==> src/rtl/contador_ajustable.sv <==
// contador_ajustable: up/down modular counter with press detect, hold-to-repeat, dynamic limit, carry/borrow and load
module contador_ajustable #(
  parameter int WIDTH = 4,
  parameter int MIN_VAL = 1,
  parameter int MAX_VAL = 12,
  parameter int INIT_VAL = 1,
  parameter bit DYN_MAX = 0,
  parameter int HOLD_CYCLES = 50000000,
  parameter int REPEAT_CYCLES = 10000000
) (
  input  logic             clk,
  input  logic             rst_n,
  input  logic             boton_aumenta,
  input  logic             boton_disminuye,
  input  logic             load,
  input  logic [WIDTH-1:0] load_val,
  input  logic [WIDTH-1:0] limite_max,
  output logic [WIDTH-1:0] count,
  output logic             carry,
  output logic             borrow,
  output logic             repitiendo
);
  localparam int TMAX = HOLD_CYCLES > REPEAT_CYCLES ? HOLD_CYCLES : REPEAT_CYCLES;
  localparam int TW = $clog2(TMAX);
  localparam logic [WIDTH-1:0] MINV = WIDTH'(MIN_VAL);
  localparam logic [WIDTH-1:0] MAXV = WIDTH'(MAX_VAL);
  localparam logic [WIDTH-1:0] INITV = WIDTH'(INIT_VAL);
  localparam logic [TW-1:0] HLAST = TW'(HOLD_CYCLES - 1);
  localparam logic [TW-1:0] RLAST = TW'(REPEAT_CYCLES - 1);
  typedef enum logic [1:0] {IDLE, HOLD_WAIT, REPEAT} state_t;
  state_t state;
  logic [TW-1:0] timer;
  logic prev_up, prev_dn, held, press, step, wrap_up, wrap_dn;
  logic [WIDTH-1:0] lim_sat, max_eff, load_sat;
  // effective limit, load saturation and the step decision for this edge
  always_comb begin
    lim_sat = limite_max < MINV ? MINV : (limite_max > MAXV ? MAXV : limite_max);
    max_eff = DYN_MAX ? lim_sat : MAXV;
    load_sat = load_val < MINV ? MINV : (load_val > max_eff ? max_eff : load_val);
    held = boton_aumenta ^ boton_disminuye;
    press = held && (boton_aumenta ? !prev_up : !prev_dn);
    step = held && ((state == IDLE && press) || (state == HOLD_WAIT && timer == HLAST) ||
                    (state == REPEAT && timer == RLAST));
    wrap_up = count >= max_eff;
    wrap_dn = count <= MINV;
  end
  assign repitiendo = state == REPEAT;
  // button history, repeat FSM and count update with load > clamp > step priority
  always_ff @(posedge clk or negedge rst_n) begin
    if (!rst_n) begin
      count <= INITV;
      carry <= 1'b0;
      borrow <= 1'b0;
      state <= IDLE;
      timer <= '0;
      prev_up <= 1'b0;
      prev_dn <= 1'b0;
    end else begin
      prev_up <= boton_aumenta;
      prev_dn <= boton_disminuye;
      carry <= 1'b0;
      borrow <= 1'b0;
      if (load) begin
        count <= load_sat;
        state <= IDLE;
        timer <= '0;
      end else begin
        if (!held) begin
          state <= IDLE;
          timer <= '0;
        end else begin
          case (state)
            IDLE: begin
              timer <= '0;
              if (press) state <= HOLD_WAIT;
            end
            HOLD_WAIT: begin
              timer <= timer == HLAST ? '0 : timer + TW'(1);
              if (timer == HLAST) state <= REPEAT;
            end
            REPEAT: timer <= timer == RLAST ? '0 : timer + TW'(1);
            default: begin
              state <= IDLE;
              timer <= '0;
            end
          endcase
        end
        if (count > max_eff) count <= max_eff;
        else if (step && boton_aumenta) begin
          count <= wrap_up ? MINV : count + WIDTH'(1);
          carry <= wrap_up;
        end else if (step) begin
          count <= wrap_dn ? max_eff : count - WIDTH'(1);
          borrow <= wrap_dn;
        end
      end
    end
  end
endmodule

==> config.mk <==
export PLATFORM = sky130hd
export DESIGN_NAME = contador_ajustable
export DESIGN_NICKNAME = d
export VERILOG_FILES = /design/src/rtl/contador_ajustable.sv
export SDC_FILE = /design/constraint.sdc
export NUM_CORES = 1
export LEC_CHECK = 0
export CAP_MARGIN = 20
export CORE_AREA = 2 2 64 66
export CTS_CLUSTER_SIZE = 8
export DETAILED_ROUTE_END_ITERATION = 6
export DIE_AREA = 0 0 66 68
export PLACE_DENSITY_LB_ADDON = 0.12
export SETUP_SLACK_MARGIN = 0.5
export SLEW_MARGIN = 40
export SYNTH_ARGS = -nofsm -noshare
export SYNTH_HDL_FRONTEND = slang
export SYNTH_SLANG_ARGS = --single-unit
==> constraint.sdc <==
create_clock -name clk -period 2.3 [get_ports clk]
set_clock_uncertainty 0.1 [all_clocks]
set_input_delay 0.23 -clock clk [delete_from_list [all_inputs] [get_ports clk]]
set_output_delay 0.23 -clock clk [all_outputs]
set_load 0.05 [all_outputs]
==> metrics.md <==
| Metric | Value |
|---|---|
| I/O Buffers | 15 |
| Cell taking the most area after synthesis | dfrtp_1 |
| FP Rows | 23 |
| Leak | 1.11 nW |
| Number of diodes | 0 |
| Cell family with most CP delay | simple AND/OR/NAND/NOR gates |
| Initial antenna violation count | 0 |
| Total congestion overflow | 0 |
| Area Growth Syn to Fin | 31.3% |
| Fill cells | 301 |
| Syn nets | 243 |
| Critical setup path kind | reg -> reg |
| Commonest non-fill, non-tap cells in the layout | dfrtp_1, xor2_1, nor2_1 |
| VDD IR max | 451 uV |
| Gr usage total | 0.230 |
| Synth unique cells | 42 |
| Flops & latches, synth | 36 |
| Max H-tree Level | 2 |
| Horiz. Die Dim | 66 um |
| CP cell instances | or4_4 -> nor4_4 -> a41o_1 -> a21bo_4 -> nand3_4 -> nor2_1 |
| Minimum clock period | 2.21 ns |
| Sink Count | 36 |
| Worst setup SP type | register |
| Die height | 68 um |
| Worst Path Buf+Inv | 0 |
| Final Hold Vio Count | 0 |
| Most used routing layer | met2 |
| Final Max Slew Viols | 0 |
| EDFF count, synth | 0 |
| CTS tree | built |
| Initial Utilization | 0.545 |
| Crit. End Element | register |
| Routed wire per std cell | 15.6 um |
| DRT Wirelength | 4840 um |
| Fraction of the cycle the final worst path needs | 0.959 |
| Setup TNS | 0 ns |
| Ys async rst share | 1.00 |
| Placed Area | 2410 sq um |
| Setup violators final | 0 |
| Synth Cell Area | 2100 sq um |
| CTS clk-pin slew, worst paths | 0.08 ns |
| Slowest stage delay, CP | 0.55 ns |
| Mapped Cells | 223 |
| GP Congestion | 0.815 |
| Worst Tran Pin Value | 0.594 ns |
| Seq/Total Area, Yosys | 0.429 |
| Clk root buf | clkbuf_8 |
| Leading cell type in the layout, fill and taps excluded | dfrtp_1 |
| Tightest Hold Check Type | in -> async |
| Vias per cell | 5.82 |
| Mean area per synthesized cell | 9.43 sq um |
| Dominant cells by area after synthesis | dfrtp_1, xor2_1, nor2_1, ha_1, nand3_1 |
| Fin area | 2760 sq um |
| Largest net degree at the start of global routing | 37 |
| Via count | 1,804 |
| Post-route antenna net violation count | 0 |
| Die ar. | 4490 sq um |
| WP data arrival | 2.28 ns |
| Max Freq | 453 MHz |
| Area share of the largest cell type after synthesis | 0.417 |
| Clock buffer depth | 2 |
| Status | finished clean |
| DPL Wire Length | 2990 um |
| Ys Warns | 0 |
| M2 GR Usage | 0.432 |
| Largest fanout on the critical path | 7 |
| GR Util met1 | 0.256 |
| # nets final | 279 |
| First-pass GRT wire length | 7810 um |
| Share of post-route cells with drive strength above 1 | 0.265 |
| Core ar. | 3860 sq um |
| DR pass1 iterations | 4 |
| CP Data Required Time | 2.37 ns |
| MaxCap Viol Count | 0 |
| Inserted Clock Buffers | 5 |
| Drt initial violations | 101 |
| GR Layer Usage met3 | 0.0526 |
| Later-pin clock latency in the skew report | 0.29 ns |
| RSZ-0062 raised after global routing | true |
| Slew margin rel. | 0.600 |
| Number of global-route vias before repair | 1,775 |
| Top FF cell, synth | dfrtp_1 |
| Drt drc | 0 |
| Pwr/cell area | 668 nW/um^2 |
| I/O Pins | 20 |
| Crit-path slowest cell | or4_4 |
report_power, final:
group	internal (mW)	leakage, nW	switching (mW)
clock	0.321	0.0541	0.230
combinational	0.230	0.568	0.320
sequential	0.675	0.487	0.0693
area by class of cell:
type,instances,area (sq um),share of cell area
clock buffer,5,68.8,0.0249
clock inverter,3,42.5,0.0154
inverter,10,37.5,0.0136
multi-input combinational,176,1380,0.500
sequential,36,908,0.329
tap,50,62.6,0.0227
timing repair buffer,30,262,0.0947
layer usage:
metal / share of wire / vias up
met5: 0 / -
met4: 0.025 / 0
met3: 0.037 / 13
met2: 0.53 / 49
met1: 0.41 / 866
li1: - / 876
Yosys cell counts (all sizes together) (2+ instances only):
library cell and count:
a211oi 3, a21oi 4, a41o 2, and3 6
and4 5, buf 2, clkbuf 2, dfrtp 35
ha 7, inv 10, mux2i 2, nand2 18
nand2b 6, nand3 18, nand4 8, nor2 31
nor2b 2, nor3 4, nor3b 2, nor4 2
nor4bb 4, o21ai 7, o221a 2, o31ai 4
xnor2 4, xor2 20
logic make-up after synthesis:
logic type | count (synthesis) | share of synthesized area
xor gates and xnor gates | 24 | 0.100
buffers and inverters | 14 | 0.0321
DFF | 36 | 0.429
and+or+nand+nor | 110 | 0.284
muxes | 3 | 0.0149
adders and majority gates | 7 | 0.0417
AOI/OAI and AO/OA | 29 | 0.0982
state kept, by name (all words and copies together), names as in the netlist:
name and cells:
timer 26, count 4, state 2, borrow 1
carry 1, prev_dn 1, prev_up 1
repair_timing:
action                     4_1_cts  5_1_grt
hold endpoints to repair        35        0
setup endpoints to repair       39       34
pin swaps                       21        5
gates resized for setup         20       25
gates cloned                     3        0
setup buffers                    1        2
hold buffers                     1        0
stage by stage:
stage | util | setup slack [ns] | hold WS, ns | cells | total power [mW]
global placement | 0.626 | 0.0878 | 0.258 | 295 | 1.25
floorplan | - | 0.232 | -0.166 | 223 | 1.09
CTS | 0.682 | 0.167 | 0.355 | 308 | 1.81
global route | 0.716 | 0.0233 | 0.363 | 310 | 1.95
detailed placement | 0.626 | 0.0765 | 0.266 | 295 | 1.26
finish | 0.716 | 0.0948 | 0.322 | 310 | 1.84
path summary, 6_finish.rpt:
check                                 from        end  slack [ns]  cells past startpoint
hold / removal                       rst_n   count[3]        0.32                      2
setup / recovery                 timer[11]  timer[11]        0.09                      6
hold reg to reg                   timer[0]   timer[0]        0.45                      2
setup reg to reg                 timer[11]  timer[11]        0.09                      6
min in group clk           boton_disminuye    prev_dn        0.36                      1
max in group asynchronous            rst_n   count[0]        1.42                      2
No activity file was read; power rests on OpenSTA's default activity.
